===== src/rtl/ktane_bus_arbiter.sv =====
// Round-robin arbiter and transaction sequencer sharing the single ktane_mem port
// among the CPU, timer engine and event logger; read data returns in a register.
module ktane_bus_arbiter #(
  parameter int NUM_REQ  = 3,
  parameter int READ_LAT = 1
) (
  input  logic                   clock,
  input  logic                   reset,
  input  logic [NUM_REQ-1:0]     req,
  input  logic [NUM_REQ-1:0]     req_we,
  input  logic [16*NUM_REQ-1:0]  req_addr,
  input  logic [16*NUM_REQ-1:0]  req_wdata,
  output logic [NUM_REQ-1:0]     gnt,
  output logic [NUM_REQ-1:0]     ack,
  output logic [15:0]            rdata,
  output logic [15:0]            mem_addr,
  output logic [15:0]            mem_data,
  output logic                   mem_we,
  input  logic [15:0]            mem_q
);

  localparam int IDX_W = (NUM_REQ > 1) ? $clog2(NUM_REQ) : 1;

  typedef enum logic [1:0] {IDLE, ISSUE, WAIT, ACK} state_t;

  state_t             state_reg, state_next;
  logic [IDX_W-1:0]   rr_ptr_reg;
  logic [IDX_W-1:0]   winner_reg;
  logic               we_reg;
  logic [1:0]         wait_cnt_reg;
  logic [15:0]        addr_reg;
  logic [15:0]        wdata_reg;
  logic [15:0]        rdata_reg;

  logic               pick_valid;
  logic [IDX_W-1:0]   pick_idx;
  logic [IDX_W-1:0]   cand;

  // Scan from the farthest offset down so the closest requester at/after rr_ptr wins.
  always_comb begin
    pick_valid = 1'b0;
    pick_idx   = '0;
    cand       = '0;
    for (int off = NUM_REQ - 1; off >= 0; off--) begin
      cand = IDX_W'((int'(rr_ptr_reg) + off) % NUM_REQ);
      if (req[cand]) begin
        pick_valid = 1'b1;
        pick_idx   = cand;
      end
    end
  end

  always_comb begin
    state_next = state_reg;
    case (state_reg)
      IDLE:    if (pick_valid) state_next = ISSUE;
      ISSUE:   state_next = we_reg ? ACK : WAIT;
      WAIT:    if (wait_cnt_reg == 2'd0) state_next = ACK;
      ACK:     state_next = IDLE;
      default: state_next = IDLE;
    endcase
  end

  always_ff @(posedge clock) begin
    if (reset) begin
      state_reg    <= IDLE;
      rr_ptr_reg   <= '0;
      winner_reg   <= '0;
      we_reg       <= 1'b0;
      wait_cnt_reg <= 2'd0;
      addr_reg     <= 16'd0;
      wdata_reg    <= 16'd0;
      rdata_reg    <= 16'd0;
    end else begin
      state_reg <= state_next;
      case (state_reg)
        IDLE: begin
          // The latched copy isolates the transaction from later requester input changes.
          if (pick_valid) begin
            winner_reg <= pick_idx;
            we_reg     <= req_we[pick_idx];
            addr_reg   <= req_addr[16*pick_idx +: 16];
            wdata_reg  <= req_wdata[16*pick_idx +: 16];
          end
        end
        ISSUE: wait_cnt_reg <= 2'(READ_LAT - 1);
        WAIT: begin
          if (wait_cnt_reg == 2'd0) rdata_reg <= mem_q;
          else wait_cnt_reg <= wait_cnt_reg - 2'd1;
        end
        ACK: begin
          rr_ptr_reg <= (winner_reg == IDX_W'(NUM_REQ - 1)) ? '0 : winner_reg + 1'b1;
        end
        default: ;
      endcase
    end
  end

  assign mem_addr = addr_reg;
  assign mem_data = wdata_reg;
  assign mem_we   = (state_reg == ISSUE) && we_reg;
  assign rdata    = rdata_reg;

  for (genvar gi = 0; gi < NUM_REQ; gi++) begin : g_decode
    assign gnt[gi] = (state_reg != IDLE) && (winner_reg == IDX_W'(gi));
    assign ack[gi] = (state_reg == ACK) && (winner_reg == IDX_W'(gi));
  end

endmodule


===== config.mk =====
export PLATFORM = sky130hd
export DESIGN_NAME = ktane_bus_arbiter
export DESIGN_NICKNAME = d
export VERILOG_FILES = /design/src/rtl/ktane_bus_arbiter.sv
export SDC_FILE = /design/constraint.sdc
export NUM_CORES = 1
export LEC_CHECK = 0
export BUFFER_PORTS_ARGS = -buffer_cell sky130_fd_sc_hd__buf_4
export CAP_MARGIN = 20
export CORE_MARGIN = 10
export CORE_UTILIZATION = 50
export DETAILED_ROUTE_END_ITERATION = 10
export GPL_TIMING_DRIVEN = 1
export PLACE_DENSITY = 0.94
export SLEW_MARGIN = 20
export SYNTH_ARGS = -nofsm -noshare
export SYNTH_HDL_FRONTEND = slang
export SYNTH_SLANG_ARGS = --single-unit

===== constraint.sdc =====
create_clock -name clock -period 3.3 [get_ports clock]
set_clock_uncertainty 0.15 [all_clocks]
set_input_delay 0.99 -clock clock [delete_from_list [all_inputs] [get_ports clock]]
set_output_delay 0.99 -clock clock [all_outputs]
set_load 0.01 [all_outputs]

After elaboration in Yosys (flattened, before gate mapping)
Cells that the tools add are included.
W data, S select, Z words.
Cells by class
  div/mod/pow operators: 3
  add/sub/neg operators: 4
  reductions and logical operators: 16
  $lt $le $gt $ge: 4
  eq/ne operators: 8
  multiplexer cells: 21
  shift operators: 2
Operators by type and width (count)
  $shiftx A48 B7 Y16: 2
  $mod A32 B3 Y32 const B: 2
  $mod A3 B3 Y32 const B: 1
  $mux W2: 7
  $lt A2 B3 Y1 const B: 4
  $bmux W1 S2: 4
  $mux W1: 8
  $pmux W2 S4: 1
  $reduce_and A2 Y1: 4
  $logic_and A1 B1 Y1: 7
  $eq A2 B2 Y1 const B: 3
  $logic_not A2 Y1: 3
  $ne A2 B2 Y1 const B: 3
  $eq A2 B1 Y1 const B: 2
  $pmux W2 S2: 1
  $reduce_bool A2 Y1: 2
  $add A2 B1 Y3 const B: 1
  $add A2 B2 Y3 const B: 1
  $add A2 B1 Y2 const B: 1
  $sub A2 B1 Y2 const B: 1
Word-level totals
  output and inout port bits: 55
  bits in registers: 57
  input bits: 120

Depth between registers and ports, before layout
  word-level depth: 9
  mapped depth: 10

Worst setup path after synthesis
Ideal clock, no wire load.
  path type: input port to flip-flop
  start point: input port req[0]
  end point: register addr_reg[10] (netlist: mem_addr[10])
  path slack: 799 ps
  cell stages on the path: 7
  library setup time: 96 ps
  path buffers: 2
  data arrival time: 2255 ps
  required time: 3054 ps
  cell sequence: mux2_4 a222oi_1 a21o_1 buf_4 buf_4 nand3b_1 o41ai_2
Between the ends
  cells in the longest elaborated chain, start to end: 6
  elaborated cells between the ends (all ways): 14
  classes of those cells: 1 x shift; 12 x mux; 1 x reduce/logical
RTL lines
  start, declared: RTL line 9  | input logic [NUM_REQ-1:0] req,
  $bmux W1 S2: RTL line 46  | if (req[cand]) begin
  $mux W1 (not written as such): RTL line 46
  $mux W2 or $mux W1 (tied branches) (3 in a row): RTL line 46
  $shiftx A48 B7 Y16 or $reduce_and A2 Y1 (tied branches)
  end signal, assigned: RTL line 82  | addr_reg <= req_addr[16*pick_idx +: 16];
  end, declared: RTL line 31  | logic [15:0] addr_reg;
Parallel ways exist; a longest one is shown, timed or not. The select of a mux whose other input is x is not followed.
A chain may end at the register's enable or synchronous reset.

Worst setup path after layout
  start point: register rr_ptr_reg[0]
  end point: register addr_reg[0] (netlist: mem_addr[0])
Between the ends
  cells in the longest elaborated chain, start to end: 8
  elaborated cells between the ends (all ways): 19
  classes of those cells: 2 x add/sub; 3 x div; 1 x shift; 12 x mux; 1 x reduce/logical
RTL lines
  start, declared: RTL line 27  | logic [IDX_W-1:0] rr_ptr_reg;
  start signal, assigned: RTL line 92  | rr_ptr_reg <= (winner_reg == IDX_W'(NUM_REQ - 1)) ? '0 : winner_reg + 1'b1;
  $add A2 B2 Y3: RTL line 45  | cand = IDX_W'((int'(rr_ptr_reg) + off) % NUM_REQ);
  $mod A32 B3 Y32: RTL line 45
  $bmux W1 S2: RTL line 46
  $mux W1 (not written as such): RTL line 46
  $mux W2 or $mux W1 (tied branches) (3 in a row): RTL line 46
  $shiftx A48 B7 Y16 or $reduce_and A2 Y1 (tied branches)
Parallel ways exist; a longest one is shown, timed or not. The select of a mux whose other input is x is not followed.

==> impl.org <==
** Run status
- Run status :: complete, no violations

** STA
- Setup repair after global routing left no endpoint under its margin.
- Actual slew at the worst max-slew pin :: between 800 and 900 ps
- Post-layout minimum cycle time :: ~2900 ps
- Max Freq :: 344 MHz
- The number of hold violations in the final report came to 0.
- Of the available clock period, the critical path in the final layout requires 0.881.
- In this run the tightest slew margin relative to its limit is 0.403.
- Adding up every negative setup slack in the final design gives 0 ps.
- Setup violations remaining at the end of the flow were counted as 0.
- The final count of pins violating max slew is 0.

** Setup path
- Setup Crit Path Kind :: register to register
- Critical path startpoint category :: register
- Kind of capture point of the worst setup path :: register
- Data required time of the worst path :: ~3400 ps
- The largest single stage delay on the critical path is roughly 450 ps.
- Maximum fanout count along the critical path :: 14
- Logic depth of the worst register-to-register path :: 8
- Critical-path cell list :: inv_1, ha_1, nand2b_1, a21oi_1, a211o_1, buf_4, a211oi_1, o41ai_1
- STA puts the critical path data arrival time at 3000 ps.
- Standard cell with the maximum stage delay on the critical path :: ha_1

** Die
- For this configuration, the core starts out at a cell density of 0.522.
- The floorplan step set the die width to 105 µm.
- The floorplan has 30 rows.
- Total I/O pin count :: roughly 180
- Area of the die :: ~0.011 mm²
- Area of the placeable core :: approximately 0.007 mm²
- Height of the die :: 105 µm

** Clock network
- Post-cts hold buffer count :: 0
- The number of clock buffers added by TritonCTS is 9.
- Clock tree from TritonCTS :: yes
- In this run the post-CTS setup repair buffer count came out at 0.
- For the worst-skew pair, the clock arrives at the later sink with an insertion delay of 350 ps.
- Clk pin slew, worst setup/hold paths :: 80 ps
- Clk sinks :: 57
- Post-CTS repair changed the size of 0 cells.
- The tree is rooted in a clkbuf_8.
- Maximum level of the CTS H-tree :: 3
- Maximum clock path buffer count :: 2

** Power and ir drop
- In this run the power density over the cells is roughly 670 mW/mm².
- The worst-case IR drop observed on VDD is roughly 0.35 mV.
- The analysis attributes to cell leakage a power of 2.25 nW.
- Summing internal, switching and leakage power gives around 3.4 mW.

** Drt
- The first detailed-routing pass ran for 4 iterations.
- For this run, design rule violations remaining after detail routing come to 0.
- DRT iter0 DRCs :: 230
- Post-detailed-routing wire length :: between 10000 and 15000 µm
- Routed length per instance :: about 21 µm
- For this block, the via count after detailed routing is between 3000 and 4000.
- Detail-routed via count per cell :: about 6.0
- Number of routed nets with antenna violations :: 0

** Synthesis
- Counting distinct cell types in the post-synthesis netlist gives 45.
- The synthesized design spends more area on one cell type than any other, namely dfxtp_1.
- Summed instance area of the synthesized netlist :: 0.00360 mm²
- Syn. warnings :: 0
- After synthesis, the mean cell area works out to slightly above 9 µm².
- After synthesis, the share of flip-flops with an asynchronous set or reset is 0.
- Of the synthesized area, sequential elements account for 0.317.
- In this run, synthesis inferred 0 flip-flops with an integrated enable.
- Net count after synthesis :: around 520
- Sorting the synthesized cells by area gives the leading types as dfxtp_1 (32%), o41ai_2 (13%), nand3b_1 (7.1%).
- Share of Yosys cell area claimed by the top area cell type :: 0.317
- Synthesis inferred 57 register bits.
- Top FF cell, synth :: dfxtp_1
- After technology mapping, the gate count stands at approximately 400.

** Place
- Weighted congestion reported at the end of routability-driven placement :: 0.785
- In this run, placement finished with an instance count of between 600 and 700.
- Dpl hpwl :: ~10000 µm
- Port-buffer cells :: ~170

** Layout
- Post-Layout Cell Count :: ~650
- Once layout is complete, the utilization of the core stands at 0.748.
- Of the cells placed in the final design, the portion with a size suffix greater than 1 is 0.470.
- The area growth from synthesis to layout is 43.2%.
- NumNets Final :: ~680
- 0 antenna diodes ended up in the layout.

** Global route
- Overall track demand over capacity in global routing :: 0.236
- Antenna violations before repair :: 0
- The number of global-route vias before repair is about 4200.
- The first global-routing pass estimated ~21000 µm of wire.
- Summed over all layers, the global routing overflow is 0.
- Entering global routing, the biggest net connects a little under 60 pins.

** Hold path
- Count of cells along the worst hold path :: 2
- Classification of the worst-slack hold path :: register to register

** Run
- Max Cap Violations :: 0
-- worst max-delay path: cells and delay by family, from the launching register on --
kind                     cells  cell delay [ps]
buffers and inverters        2              420
AO/OA/AOI/OAI                4             1240
AND/OR/NAND/NOR              1              210
flip-flops                   1              330
adder cells (fa/ha/maj)      1              450
-- cells in the mapped netlist (all sizes together), types with 3 or more instances --
master	instances
inv	13
and2	3
clkbuf	17
ha	8
dfxtp	57
nor3b	3
a211o	3
mux2i	4
a31oi	3
a211oi	34
nor2	39
o41ai	32
a21oi	21
nor4	33
buf	25
nand3b	34
nand2	38
-- report_power, final --
group          switching (mW)  leakage (nW)  total, mW  internal, mW
sequential              0.150         0.468       1.07         0.922
combinational           0.885          1.68       1.69         0.806
clock                   0.332        0.0996      0.686         0.354
-- cells in the final DEF, fill, tap and decap left out, drive strengths merged, types with 2 or more instances in the layout --
cell type,n
clkbuf,9
ha,8
o31ai,2
nand3b,34
o21ba,2
a21oi,21
buf,186
nor2,39
mux2,2
nor2b,2
a21o,2
o211ai,2
mux2i,4
and2,3
o41ai,32
inv,13
clkinv,5
a31oi,3
and3b,2
nor4,33
nand2,38
a211o,3
nand2b,2
nor3b,3
a211oi,34
dfxtp,57
a22o,2
-- routing by layer --
layer / wire length, µm / track usage / share of wire / up-vias
met1: 5120 / 0.244 / 0.38 / 1863
met3: 1270 / 0.0885 / 0.093 / 51
met2: 6610 / 0.399 / 0.48 / 208
li1: - / - / - / 1804
met5: 0 / 0 / 0 / -
met4: 659 / 0.144 / 0.048 / 0
-- final cells by class --
class                      count  area [µm²]
multi-input combinational    283        2200
fill                         501        1740
timing repair buffer         186        1450
sequential                    57        1140
clock buffer                   9         124
tap                           96         120
clock inverter                 7        81.3
inverter                      13        48.8
-- stage by stage --
step | worst slack [ps] | instance area (µm²) | hold WS, ps
after global routing | 191 | 5160 | 328
after floorplan | 799 | 3600 | 308
after CTS | 389 | 5160 | 311
after detailed placement | 257 | 4960 | 300
after global placement | 366 | 4960 | 291
final | 394 | 5160 | 308
-- final timing paths --
path | start | slack [ps] | to
worst max-delay path | rr_ptr_reg[0] | 390 | mem_addr[0]
worst min-delay path | rdata[8] | 310 | rdata[8]
worst max register to register | rr_ptr_reg[0] | 390 | mem_addr[0]
worst min register to register | rdata[8] | 310 | rdata[8]
-- cell families (layout without fill, tap and decap cells) --
logic type,after synthesis,count (layout),synth area share
flip-flops,57,57,0.317
AO/OA/AOI/OAI,110,110,0.321
buffers and inverters,55,215,0.0788
adder cells (fa/ha/maj),8,8,0.0278
AND/OR/NAND/NOR,159,159,0.237
multiplexers,6,6,0.0184
No activity file was read; power rests on OpenSTA's default activity.
